## config.mk

```make
export PLATFORM = sky130hd
export DESIGN_NAME = bcd_counter4
export DESIGN_NICKNAME = d
export VERILOG_FILES = /design/src/rtl/bcd_counter_pkg.sv /design/src/rtl/bcd_digit.sv /design/src/rtl/bcd_counter4.sv
export SDC_FILE = /design/constraint.sdc
export NUM_CORES = 1
export LEC_CHECK = 0
export CAP_MARGIN = 25
export CORE_UTILIZATION = 50
export DETAILED_ROUTE_END_ITERATION = 8
export HOLD_SLACK_MARGIN = 0.1
export PLACE_DENSITY_LB_ADDON = 0.12
export SLEW_MARGIN = 10
export SYNTH_ARGS = -nofsm -noshare
export SYNTH_HDL_FRONTEND = slang
export SYNTH_SLANG_ARGS = --single-unit
```

## constraint.sdc

```tcl
create_clock -name clk -period 2.3 [get_ports clk]
set_clock_uncertainty 0.05 [all_clocks]
set_input_delay 0.23 -clock clk [delete_from_list [all_inputs] [get_ports clk]]
set_output_delay 0.23 -clock clk [all_outputs]
set_load 0.01 [all_outputs]
```

## src/rtl/bcd_counter_pkg.sv

```systemverilog
// ============================================================================
// bcd_counter_pkg : shared widths, limits and FSM states for bcd_counter4
// Revision: 1.0
// ============================================================================
`default_nettype none

package bcd_counter_pkg;

  localparam int              BCD_W      = 4;
  localparam logic [BCD_W-1:0] BCD_MAX   = 4'd9;
  localparam int              NUM_DIGITS = 4;

  typedef enum logic [1:0] {
    IDLE  = 2'd0,
    RUN   = 2'd1,
    PAUSE = 2'd2
  } state_e;

  function automatic logic bcd_legal(input logic [BCD_W-1:0] v);
    return (v <= BCD_MAX);
  endfunction

endpackage

`default_nettype wire

```

## src/rtl/bcd_digit.sv

```systemverilog
// ============================================================================
// bcd_digit : one BCD decade with combinational carry/borrow out
// Revision: 1.0
// ============================================================================
`default_nettype none

module bcd_digit
  import bcd_counter_pkg::*;
(
  input  logic             clk,
  input  logic             rst_n,
  input  logic             clr,
  input  logic             en,
  input  logic             up,
  input  logic             cin,
  output logic [BCD_W-1:0] q,
  output logic             cout
);

  logic [BCD_W-1:0] q_q;
  logic [BCD_W-1:0] q_d;
  logic             at_limit;

  assign at_limit = up ? (q_q == BCD_MAX) : (q_q == '0);
  assign cout     = en & cin & at_limit;

  // An out-of-range code is scrubbed on any tick and never propagates a carry.
  always_comb begin
    q_d = q_q;
    if (clr) begin
      q_d = '0;
    end else if (en) begin
      if (!bcd_legal(q_q)) begin
        q_d = '0;
      end else if (cin) begin
        if (at_limit) q_d = up ? '0 : BCD_MAX;
        else          q_d = up ? (q_q + 1'b1) : (q_q - 1'b1);
      end
    end
  end

  always_ff @(posedge clk or negedge rst_n) begin
    if (!rst_n) q_q <= '0;
    else        q_q <= q_d;
  end

  assign q = q_q;

endmodule

`default_nettype wire

```

## src/rtl/bcd_counter4.sv

```systemverilog
// ============================================================================
// bcd_counter4 : four-decade BCD up/down counter with run/pause/clear control
// Optional lap (display freeze) when BCD_COUNTER4_LAP_EN is defined.
// Revision: 1.0
// ============================================================================
`default_nettype none

module bcd_counter4
  import bcd_counter_pkg::*;
#(
  parameter int TICK_DIV = 50000
)
(
  input  logic                        clk,
  input  logic                        rst_n,
  input  logic                        start_stop,
  input  logic                        clear,
  input  logic                        dir,
`ifdef BCD_COUNTER4_LAP_EN
  input  logic                        lap,
`endif
  output logic [NUM_DIGITS*BCD_W-1:0] digits,
  output logic                        running,
  output logic                        wrap
);

  localparam int                TICK_W    = $clog2(TICK_DIV);
  localparam logic [TICK_W-1:0] TICK_LAST = TICK_W'(TICK_DIV - 1);

  state_e                      state_q;
  logic [TICK_W-1:0]           presc_q;
  logic                        running_q;
  logic                        wrap_q;
  logic                        tick;
  logic [NUM_DIGITS:0]         carry;
  logic [NUM_DIGITS*BCD_W-1:0] live;

  assign tick     = (state_q == RUN) && (presc_q == TICK_LAST);
  assign carry[0] = 1'b1;

  generate
    for (genvar i = 0; i < NUM_DIGITS; i++) begin : g_digit
      bcd_digit u_digit (
        .clk   (clk),
        .rst_n (rst_n),
        .clr   (clear),
        .en    (tick),
        .up    (dir),
        .cin   (carry[i]),
        .q     (live[i*BCD_W +: BCD_W]),
        .cout  (carry[i+1])
      );
    end
  endgenerate

  // Carry out of the top decade marks the full 9999<->0000 rollover.
  always_ff @(posedge clk or negedge rst_n) begin
    if (!rst_n) begin
      state_q   <= IDLE;
      presc_q   <= '0;
      running_q <= 1'b0;
      wrap_q    <= 1'b0;
    end else if (clear) begin
      state_q   <= IDLE;
      presc_q   <= '0;
      running_q <= 1'b0;
      wrap_q    <= 1'b0;
    end else begin
      wrap_q <= carry[NUM_DIGITS];
      case (state_q)
        IDLE: begin
          if (start_stop) begin
            state_q   <= RUN;
            presc_q   <= '0;
            running_q <= 1'b1;
          end
        end
        RUN: begin
          presc_q <= tick ? '0 : (presc_q + 1'b1);
          if (start_stop) begin
            state_q   <= PAUSE;
            running_q <= 1'b0;
          end
        end
        PAUSE: begin
          if (start_stop) begin
            state_q   <= RUN;
            running_q <= 1'b1;
          end
        end
        default: begin
          state_q   <= IDLE;
          presc_q   <= '0;
          running_q <= 1'b0;
        end
      endcase
    end
  end

`ifdef BCD_COUNTER4_LAP_EN
  logic                        frozen_q;
  logic [NUM_DIGITS*BCD_W-1:0] hold_q;

  always_ff @(posedge clk or negedge rst_n) begin
    if (!rst_n) begin
      frozen_q <= 1'b0;
      hold_q   <= '0;
    end else if (clear) begin
      frozen_q <= 1'b0;
    end else if (lap) begin
      frozen_q <= !frozen_q;
      if (!frozen_q) hold_q <= live;
    end
  end

  assign digits = frozen_q ? hold_q : live;
`else
  assign digits = live;
`endif

  assign running = running_q;
  assign wrap    = wrap_q;

endmodule

`default_nettype wire

```

==> flow_metrics.env <==
export IMPL_status="finished clean"
export IMPL_post_route_period_util_pct=91.18
export IMPL_diodes=0
export IMPL_start_util_pct=53.61
export IMPL_vias=2173
export IMPL_fin_crit_ns=2.097
export IMPL_ys_async_sr_fraction_pct=100.0
export IMPL_layout_drive_gt1_share_pct=13.02
export IMPL_ant_nets=0
export IMPL_worst_slew_pin_slew_ns=0.7902
export IMPL_clk_path_buf_depth=2
export IMPL_setup_viol=0
export IMPL_critical_path_max_stage_delay_ns=0.47
export IMPL_die_x_um=71.50
export IMPL_drt_iter0_markers=88
export IMPL_hold_class="reg2reg"
export IMPL_io_buffers=22
export IMPL_p_per_area_nw_per_um2=427.5
export IMPL_synth_distinct_cells=56
export IMPL_num_io_pins=23
export IMPL_postRouteWirelength_mm=5.436
export IMPL_syn_cell_area_sq_um=2415
export IMPL_max_freq_mhz=476.8
export IMPL_arrival_ns=2.22
export IMPL_cts_tree="built"
export IMPL_htreeDepth=2
export IMPL_synthCells=271
export IMPL_yosys_warnings=0
export IMPL_gp_congestion=0.7975
export IMPL_postCtsSetupRepairBufs=0
export IMPL_crit_chain="clkdlybuf4s50_1 > inv_1 > buf_4 > ha_1 > o211ai_1 > a21oi_1 > a211o_1 > nand4_1 > o311a_1"
export IMPL_fin_total_pwr_mw=1.249
export IMPL_grt_max_degree=36
export IMPL_yosysMostFrequentCell="dfrtp_1"
export IMPL_synth_nets=289
export IMPL_worstSetupPathType="in2reg"
export IMPL_synth_common_cells="dfrtp_1, nor2_1, nand2_1"
export IMPL_syn_to_final_growth_pct=21.04
export IMPL_wl_per_cell_um=14.81
export IMPL_slew_headroom_pct=47.32
export IMPL_avgSynthCellArea_sq_um=8.911
export IMPL_clock_sinks=35
export IMPL_synth_main_ff_cell="dfrtp_1"
export IMPL_grt_pass1_wl_mm=9.508
export IMPL_drc=0
export IMPL_place_hpwl_mm=4.005
export IMPL_chipHeight_um=71.50
export IMPL_layout_cells_non_filler=367
export IMPL_synth_seq_cells=35
export IMPL_vias_per_cell=5.921
export IMPL_critPathMaxFanout=8
export IMPL_clk_pin_slew_ns=0.07
export IMPL_dieArea_sq_um=5112
export IMPL_numCtsBuffers=5
export IMPL_grt_pass1_vias=2084
export IMPL_fin_nets=332
export IMPL_place_inst=358
export IMPL_core_area_sq_um=4504
export IMPL_seq_area_frac_synth_pct=36.27
export IMPL_antenna_found_initial=0
export IMPL_finalHoldViolations=0
export IMPL_drv_cap=0
export IMPL_yosys_area_top_type="dfrtp_1"
export IMPL_crit_required_ns=2.42
export IMPL_synth_edf_count=0
export IMPL_leakage_nw=1.240
export IMPL_root_buffer="clkbuf_8"
export IMPL_rsz0062_at_grt="no"
export IMPL_ir_drop_uv=358.9
export IMPL_first_pass_iters=4
export IMPL_cp_end_kind="flip-flop"
export IMPL_placementRows=24
export IMPL_cp_start_kind="primary input"
export IMPL_gr_total_overflow=0
export IMPL_slew_viol_final=0
export IMPL_grt_total_usage_pct=23.40
export IMPL_synth_top_area_share_pct=36.27
export IMPL_clk_latency_ns=0.29
export IMPL_cp_slowest_cell="clkdlybuf4s50_1"
export IMPL_synth_area_top_cells="dfrtp_1, ha_1, nor2_1"
-- worst max-delay path, delay by kind of cell --
kind / cells / cell delay, ns
buffers and inverters: 3 / 0.81
AO/OA/AOI/OAI: 4 / 0.75
adder cells (fa/ha/maj): 1 / 0.34
AND/OR/NAND/NOR: 1 / 0.08
-- area by class of cell --
type | instances | area, sq um
timing repair buffer | 45 | 390.4
tap | 52 | 65.06
inverter | 14 | 52.55
clock buffer | 8 | 100.1
multi-input combinational | 213 | 1439
sequential | 35 | 875.8
fill | 390 | 1582
-- routing by layer --
| layer | vias up | routed length [um] | track usage, % | part of all wire, % |
|---|---|---|---|---|
| met1 | 1068 | 2477 | 28.95 | 46 |
| met5 | - | 0 | 0 | 0 |
| li1 | 1071 | - | - | - |
| met2 | 32 | 2804 | 42.54 | 52 |
| met3 | 2 | 126 | 3.938 | 2.3 |
| met4 | 0 | 27 | 5.882 | 0.50 |
-- flip-flops by register name, summed over array words and instances, names as in the netlist --
signal             count
presc_q               16
state_q                2
wrap                   1
g_digit.u_digit.q     16
-- final timing paths --
check | from | to | slack, ns | cells after the start
max | dir | g_digit[3].u_digit.q[3]$_DFFE_PN0P_ | 0.20 | 9
min | presc_q[0]$_DFFE_PN0P_ | presc_q[0]$_DFFE_PN0P_ | 0.49 | 1
max reg2reg | presc_q[0]$_DFFE_PN0P_ | presc_q[14]$_DFFE_PN0P_ | 0.27 | 7
min reg2reg | presc_q[0]$_DFFE_PN0P_ | presc_q[0]$_DFFE_PN0P_ | 0.49 | 1
max in group asynchronous | rst_n | presc_q[12]$_DFFE_PN0P_ | 1.18 | 2
min in group asynchronous | rst_n | g_digit[2].u_digit.q[1]$_DFFE_PN0P_ | 0.51 | 2
-- repair_timing --
action	4_1_cts	5_1_grt
endpoints found under the setup margin	0	1
hold endpoints to repair	35	0
hold buffers	1	0
resized for setup	0	1
-- report_power, final --
part / internal (mW) / switching, mW / total [mW]
logic: 0.0550 / 0.0788 / 0.134
clock network: 0.273 / 0.218 / 0.491
registers: 0.619 / 0.00497 / 0.624
total: 0.948 / 0.302 / 1.25
-- cell usage in the layout, fill, tap and decap left out, types with 3 or more instances in the layout --
cell type,netlist,routed
o21ai_0,14,14
xor2_1,9,9
buf_4,0,22
or3_1,4,4
fa_1,4,4
mux2i_1,5,5
a21oi_1,16,15
clkbuf_8,0,7
a21o_1,4,4
o31ai_1,4,4
nand2_1,20,20
mux2_2,3,3
dfrtp_1,35,35
and2_1,3,3
ha_1,9,9
inv_1,14,14
nand4_1,10,10
and3_1,6,6
nor3_1,12,12
clkdlybuf4s50_1,0,21
nor2_1,27,27
nand3_1,12,12
xnor2_1,4,4
nand2b_1,7,7
-- logic make-up (layout without fill, tap and decap cells) --
family / count (synthesis) / after routing / share of synthesized area [%]
AOI/OAI and AO/OA: 60 / 60 / 16.79
adders and majority gates: 13 / 13 / 7.979
DFF: 35 / 35 / 36.27
and+or+nand+nor: 119 / 119 / 26.48
buffers and inverters: 23 / 67 / 4.300
muxes: 8 / 8 / 3.471
xor gates and xnor gates: 13 / 13 / 4.715
-- metrics by stage --
step / cell area [sq um] / hold WS [ns] / util [%] / setup TNS (ns) / setup slack (ns)
after detailed placement: 2809 / 0.3176 / 62.36 / -0.1506 / -0.1373
after global routing: 2923 / 0.5360 / 64.89 / 0 / 0.09032
final: 2923 / 0.4905 / 64.89 / 0 / 0.2029
after floorplan: 2415 / -0.1156 / - / 0 / 0.2407
after CTS: 2919 / 0.4928 / 64.81 / 0 / 0.1407
after global placement: 2809 / 0.3182 / 62.36 / -0.08800 / -0.08800
(Power assumes the default switching activity.)
